File: src/rtl/jk_counter_reg.sv
// JK / load / up-down counter / shift register with carry pulse,
// serial output and a sticky wrap (overflow) flag.
module jk_counter_reg #(
    parameter int               WIDTH     = 8,
    parameter logic [WIDTH-1:0] RESET_VAL = '0
) (
    input  logic             clk,
    input  logic             reset,
    input  logic             en,
    input  logic [2:0]       mode,
    input  logic [WIDTH-1:0] j,
    input  logic [WIDTH-1:0] k,
    input  logic [WIDTH-1:0] d,
    input  logic             ser_in,
    input  logic             clr_ovf,
    output logic [WIDTH-1:0] q,
    output logic [WIDTH-1:0] qn,
    output logic             carry,
    output logic             ser_out,
    output logic             ovf,
    output logic             zero
);

    logic [WIDTH-1:0] q_next;
    logic             wrap;
    logic             shift;
    logic             shift_bit;

    always_comb begin
        q_next    = q;
        wrap      = 1'b0;
        shift     = 1'b0;
        shift_bit = 1'b0;
        unique case (mode)
            3'b000: q_next = (j & ~q) | (~k & q);
            3'b001: q_next = d;
            3'b010: begin
                q_next = q + 1'b1;
                wrap   = &q;
            end
            3'b011: begin
                q_next = q - 1'b1;
                wrap   = ~|q;
            end
            3'b100: begin
                q_next    = {q[WIDTH-2:0], ser_in};
                shift     = 1'b1;
                shift_bit = q[WIDTH-1];
            end
            3'b101: begin
                q_next    = {ser_in, q[WIDTH-1:1]};
                shift     = 1'b1;
                shift_bit = q[0];
            end
            3'b110: begin
                q_next    = {q[WIDTH-2:0], q[WIDTH-1]};
                shift     = 1'b1;
                shift_bit = q[WIDTH-1];
            end
            3'b111: q_next = q;
        endcase
    end

    always_ff @(posedge clk) begin
        if (reset) begin
            q       <= RESET_VAL;
            carry   <= 1'b0;
            ser_out <= 1'b0;
            ovf     <= 1'b0;
        end else begin
            q     <= en ? q_next : q;
            carry <= en & wrap;
            if (en && shift)
                ser_out <= shift_bit;
            // a wrap on the same edge as clr_ovf keeps the flag set
            if (en && wrap)
                ovf <= 1'b1;
            else if (clr_ovf)
                ovf <= 1'b0;
        end
    end

    assign qn   = ~q;
    assign zero = (q == '0);

endmodule

File: config.mk
export PLATFORM = sky130hd
export DESIGN_NAME = jk_counter_reg
export DESIGN_NICKNAME = d
export VERILOG_FILES = /design/src/rtl/jk_counter_reg.sv
export SDC_FILE = /design/constraint.sdc
export NUM_CORES = 1
export LEC_CHECK = 0
export CORE_AREA = 4 4 56 63
export DETAILED_ROUTE_END_ITERATION = 7
export DIE_AREA = 0 0 60 67
export GPL_TIMING_DRIVEN = 0
export MAX_ROUTING_LAYER = met4
export PLACE_DENSITY = 0.79
export SLEW_MARGIN = 20
export SYNTH_ARGS = -nofsm -noshare
export SYNTH_HDL_FRONTEND = slang
export SYNTH_SLANG_ARGS = --single-unit
export TNS_END_PERCENT = 10
File: constraint.sdc
create_clock -name clk -period 2.3 [get_ports clk]
set_input_delay 0.23 -clock clk [delete_from_list [all_inputs] [get_ports clk]]
set_output_delay 0.23 -clock clk [all_outputs]
set_load 0.05 [all_outputs]
# Word level (Yosys, flattened, before mapping)
# Index checks and enable logic that the tools add are counted.
# word_totals
regBits,11
input_bits,32
output_inout_bits,20
# op_classes
n_addsub,2
n_eq_ne,7
n_mux,6
bitwise,7
n_reduce_logical,11
# ops
op,n
$pmux 8 s7,1
$and 8x8->8,2
$not 8->8,2
$eq 3x3->1 const B,4
$add 8x1->8 const B,1
$logic_not 8->1,1
$or 8x8->8,1
$reduce_and 8->1,1
$reduce_or 8->1,1
$sub 8x1->8 const B,1
$eq 3x2->1 const B,2
$pmux 1 s2,2
$eq 3x1->1 const B,1
$logic_not 3->1,1
$mux 1,3
$reduce_or 3->1,1
$logic_and 1x1->1,2
$reduce_and 2->1,1
$reduce_bool 2->1,1
$reduce_or 2->1,1
$and 1x1->1,1
$logic_not 1->1,1
$not 1->1,1

# Logic depth before layout (Yosys ltp)
# depth
depth_word,5
depth_mapped,9
ltp_nobuf,8

# Worst setup path before layout
# No wires, ideal clock.
# synth_timing
kind,reg2reg
from,register q[1]
to,register q[4]
setup_ps,136
arrival_ps,2484
required_ps,2164
slack_ps,-320
stages_incl_launch_ff,9
synth_period_minus_slack_ps,2620
cell_sequence,dfxtp_1 -> buf_2 -> inv_1 -> xnor2_1 -> ha_1 -> or4_4 -> mux2_4 -> a21oi_1 -> o21ai_1
# synth_between
elab_chain_len,2
word_cells_on_any_way,3
cone_classes,add/sub: 2; mux: 1
# synth_rtl
element,line,source
"start, declared",16,"output logic [WIDTH-1:0] q,"
"start signal, assigned",71,q <= en ? q_next : q;
$sub 8x1->8 / $add 8x1->8 (equally long branches),"42, 38",
$pmux 8 s7 *,34,unique case (mode)
# Every way passes the cells marked *; elsewhere a longest branch is shown, timed or not.
# A chain may end at the register's enable or synchronous reset.

# Final worst setup path
# layout_timing
from,input port mode[2]
to,register q[4]
# layout_between
elab_chain_len,3
word_cells_on_any_way,11
cone_classes,eq/ne: 7; mux: 1; bitwise: 1; reduce/logical: 2
# layout_rtl
element,line,source
"start, declared",10,"input logic [2:0] mode,"
"parallel branches: the longest is 3 deep, another holds $pmux 8 s7",--,
# Parallel ways; which one is timed is not known.

==> metrics.md <==
| Metric | Value |
|---|---|
| P_int | 471 uW |
| Post-DP Area | between 1500 and 2000 sq um |
| Hold crit path type | input port to register |
| Final non-filler cell area | about 1800 sq um |
| Sw Share | around 44% |
| I/O Buffers | ~50 |
| Most frequent cells in the layout | 47 x clkdlybuf4s50_1, 18 x a21oi_1, 16 x nor2_1, 10 x nand2_1, 10 x dfxtp_1 |
| Main synth FF type | dfxtp_1 |
| Final Net Count | 257 |
| Htree depth | 1 |
| Die H | 67 um |
| Clk buf depth | 2 |
| Hold Buf Count CTS | 0 |
| Seq/Total Area, Yosys | between 15 and 20% |
| Min Tclk post-route | 2220 ps |
| RSZ-0062 raised after global routing | no |
| PwrDens | between 400 and 500 nW/um^2 |
| Leakage power total | ~0.00071 uW |
| Largest net degree at the start of global routing | 11 |
| WS Path Type | input port to register |
| Synth Cell Area | 1220 sq um |
| GRT overflow | 0 |
| TritonRoute pass-1 iters | 4 |
| FP Rows | 21 |
| Slew Limit Fails | 0 |
| CP max FO | 4 |
| Fin crit share | 96.5% |
| Antenna-violating nets left | 0 |
| Comb power frac | 56.3% |
| Gr usage total | a little over a fifth |
| Final Skew | 16.3 ps |
| N_diodes | 0 |
| First DRT Iteration DRCs | 70 |
| Peak supply drop | about 240 uV |
| Fmax | 450 MHz |
| Initial antenna violation count | 0 |
| Critical path endpoint category | register |
| Req. time, crit path | roughly 2500 ps |
| Startpoint type of the worst setup path | input port |
| Starting Density | between 40% and 50% |
| Core area | ~2900 sq um |
| HPWL Detailed | 3010 um |
| Area leader, netlist | dfxtp_1 |
| Post-synth top area share | a little under a fifth |
| Part of the power in the clock network | 18.0% |
| CP Data Arrival Time | about 2400 ps |
| Mean Syn Cell Area | 7.25 sq um |
| Post-synth EDFFs | 0 |
| Setup TNS | 0 ps |
| Die area | ~4000 sq um |
| CTS Buf Count | 3 |
| Cell variety after synth | just under 50 |
| Final-layout fill cell count | approximately 260 |
| Vias post-DR | 1499 |
| Synth warnings | 0 |
| Net Sw Power | ~370 uW |
| First-pass GRT wire length | 6280 um |
| Max_slew headroom | 66.8% |
| Wire length per cell | 15.7 um |
| #FFs+latches synth | 11 |
| Sequential Power Share | 25.7% |
| Worst-Skew Late Latency | 290 ps |
| # setup viols final | 0 |
| Max cap viols | 0 |
| TritonCTS clock tree | yes |
| Chip Width | 60 um |
| Root Driver | clkbuf_4 |
| Layout cells sized above 1 | between 15 and 20% |
| Final Hold Fails | 0 |
| Vias/cell | 5.83 |
| Num Clock Sinks | 11 |
| Reg clk slew, reported paths | 100 ps |
| Status | completed |
| Vias in the first global route | approximately 1400 |
| Ys async rst share | 0% |
| Gpl congestion | 0.916 |
| DRC viols | 0 |
| Area grow syn2layout | 51.0% |
| Commonest non-fill, non-tap cell in the layout | clkdlybuf4s50_1 |
| Synth top area cells | dfxtp_1 18%, a21oi_1 7.4%, mux2i_1 5.8% |
| Worst slew pin tran | 497 ps |
| Post-Syn Nets | 201 |
| Drt total wl | 4040 um |
| Cells after Synth | 168 |
| Top Ports | 52 |
state kept, by name, summed over array words and instances, names as in the netlist:
signal	cells
ser_out	1
carry	1
q	8
ovf	1
critical path, stage by stage:
cell and delay, ps:
clkdlybuf4s50_1 500, buf_6 110, and3b_2 210, xnor2_1 130, ha_2 200, or4_4 440
mux2_4 300, nor2_2 70, o221ai_1 110, o21ai_1 120
power by group through the flow:
| stage | Combinational, uW | Sequential (uW) | Clock (uW) |
|---|---|---|---|
| detailed placement | 458 | 220 | 0 |
| CTS | 467 | 216 | 148 |
| global placement | 458 | 219 | 0 |
| finish | 472 | 216 | 151 |
| floorplan | 253 | 270 | 0 |
| global route | 504 | 218 | 154 |
cell type report:
type                    instances  area [sq um]  share of cell area [%]
plain buffers                  16           115                    6.26
flip-flops and latches         11           224                    12.2
inverters                       9          37.5                    2.04
well taps                      34          42.5                    2.31
clock buffers                   4          26.3                    1.43
multi-input cells             132           883                    48.1
repair buffers                 51           509                    27.7
timing repair:
item / 4_1_cts / 5_1_grt
setup buffers: 2 / 0
pin swaps: 1 / 0
hold endpoints to repair: 0 / 0
gates resized for setup: 8 / 4
setup endpoints to repair: 3 / 3
stage by stage:
step / utilization [%] / cells / hold slack [ps] / power [uW] / setup slack, ps
after floorplan: - / 168 / 442 / 523 / 8.25
after global placement: 59.9 / 251 / 432 / 678 / -404
after detailed placement: 59.9 / 251 / 461 / 678 / -396
after CTS: 62.1 / 257 / 390 / 830 / 34.0
after global routing: 62.5 / 257 / 429 / 876 / 3.67
final: 62.5 / 257 / 403 / 839 / 79.7
synthesized netlist by cell type (all sizes together), types with 2 or more instances:
library cell and number:
a211oi 2, a21oi 18, a311oi 2, a31oi 4
buf 12, clkbuf 4, dfxtp 11, inv 9
mux2i 7, mux4 2, nand2 10, nand2b 9
nand3 3, nand3b 4, nor2 17, nor2b 2
nor3 4, nor3b 2, nor4 4, o211ai 2
o21ai 10, o221ai 3, o22ai 4, or2 2
or3 2, xnor2 2
worst paths after layout:
check                           startpoint   end  slack (ps)  cells after the start
worst max-delay path               mode[2]  q[4]          80                     10
worst min-delay path               mode[1]  q[0]         400                      3
worst max register to register        q[1]  q[4]         230                      9
worst min register to register         ovf   ovf         470                      1
cell families after synthesis:
| kind of cell | count (synthesis) | synth area share (%) |
|---|---|---|
| AO/OA/AOI/OAI | 54 | 28.1 |
| XOR/XNOR | 2 | 1.44 |
| adder cells (fa/ha/maj) | 1 | 1.03 |
| buffers and inverters | 25 | 10.9 |
| flip-flops | 11 | 18.1 |
| multiplexers | 10 | 10.7 |
| AND/OR/NAND/NOR | 65 | 29.8 |
metal layers:
layer / share of wire, % / GRT usage, %
met5: 0 / -
met4: 1.6 / 7.20
met3: 7.7 / 3.29
met2: 47 / 34.5
met1: 44 / 26.1
Power figures use the tool's default switching activity.
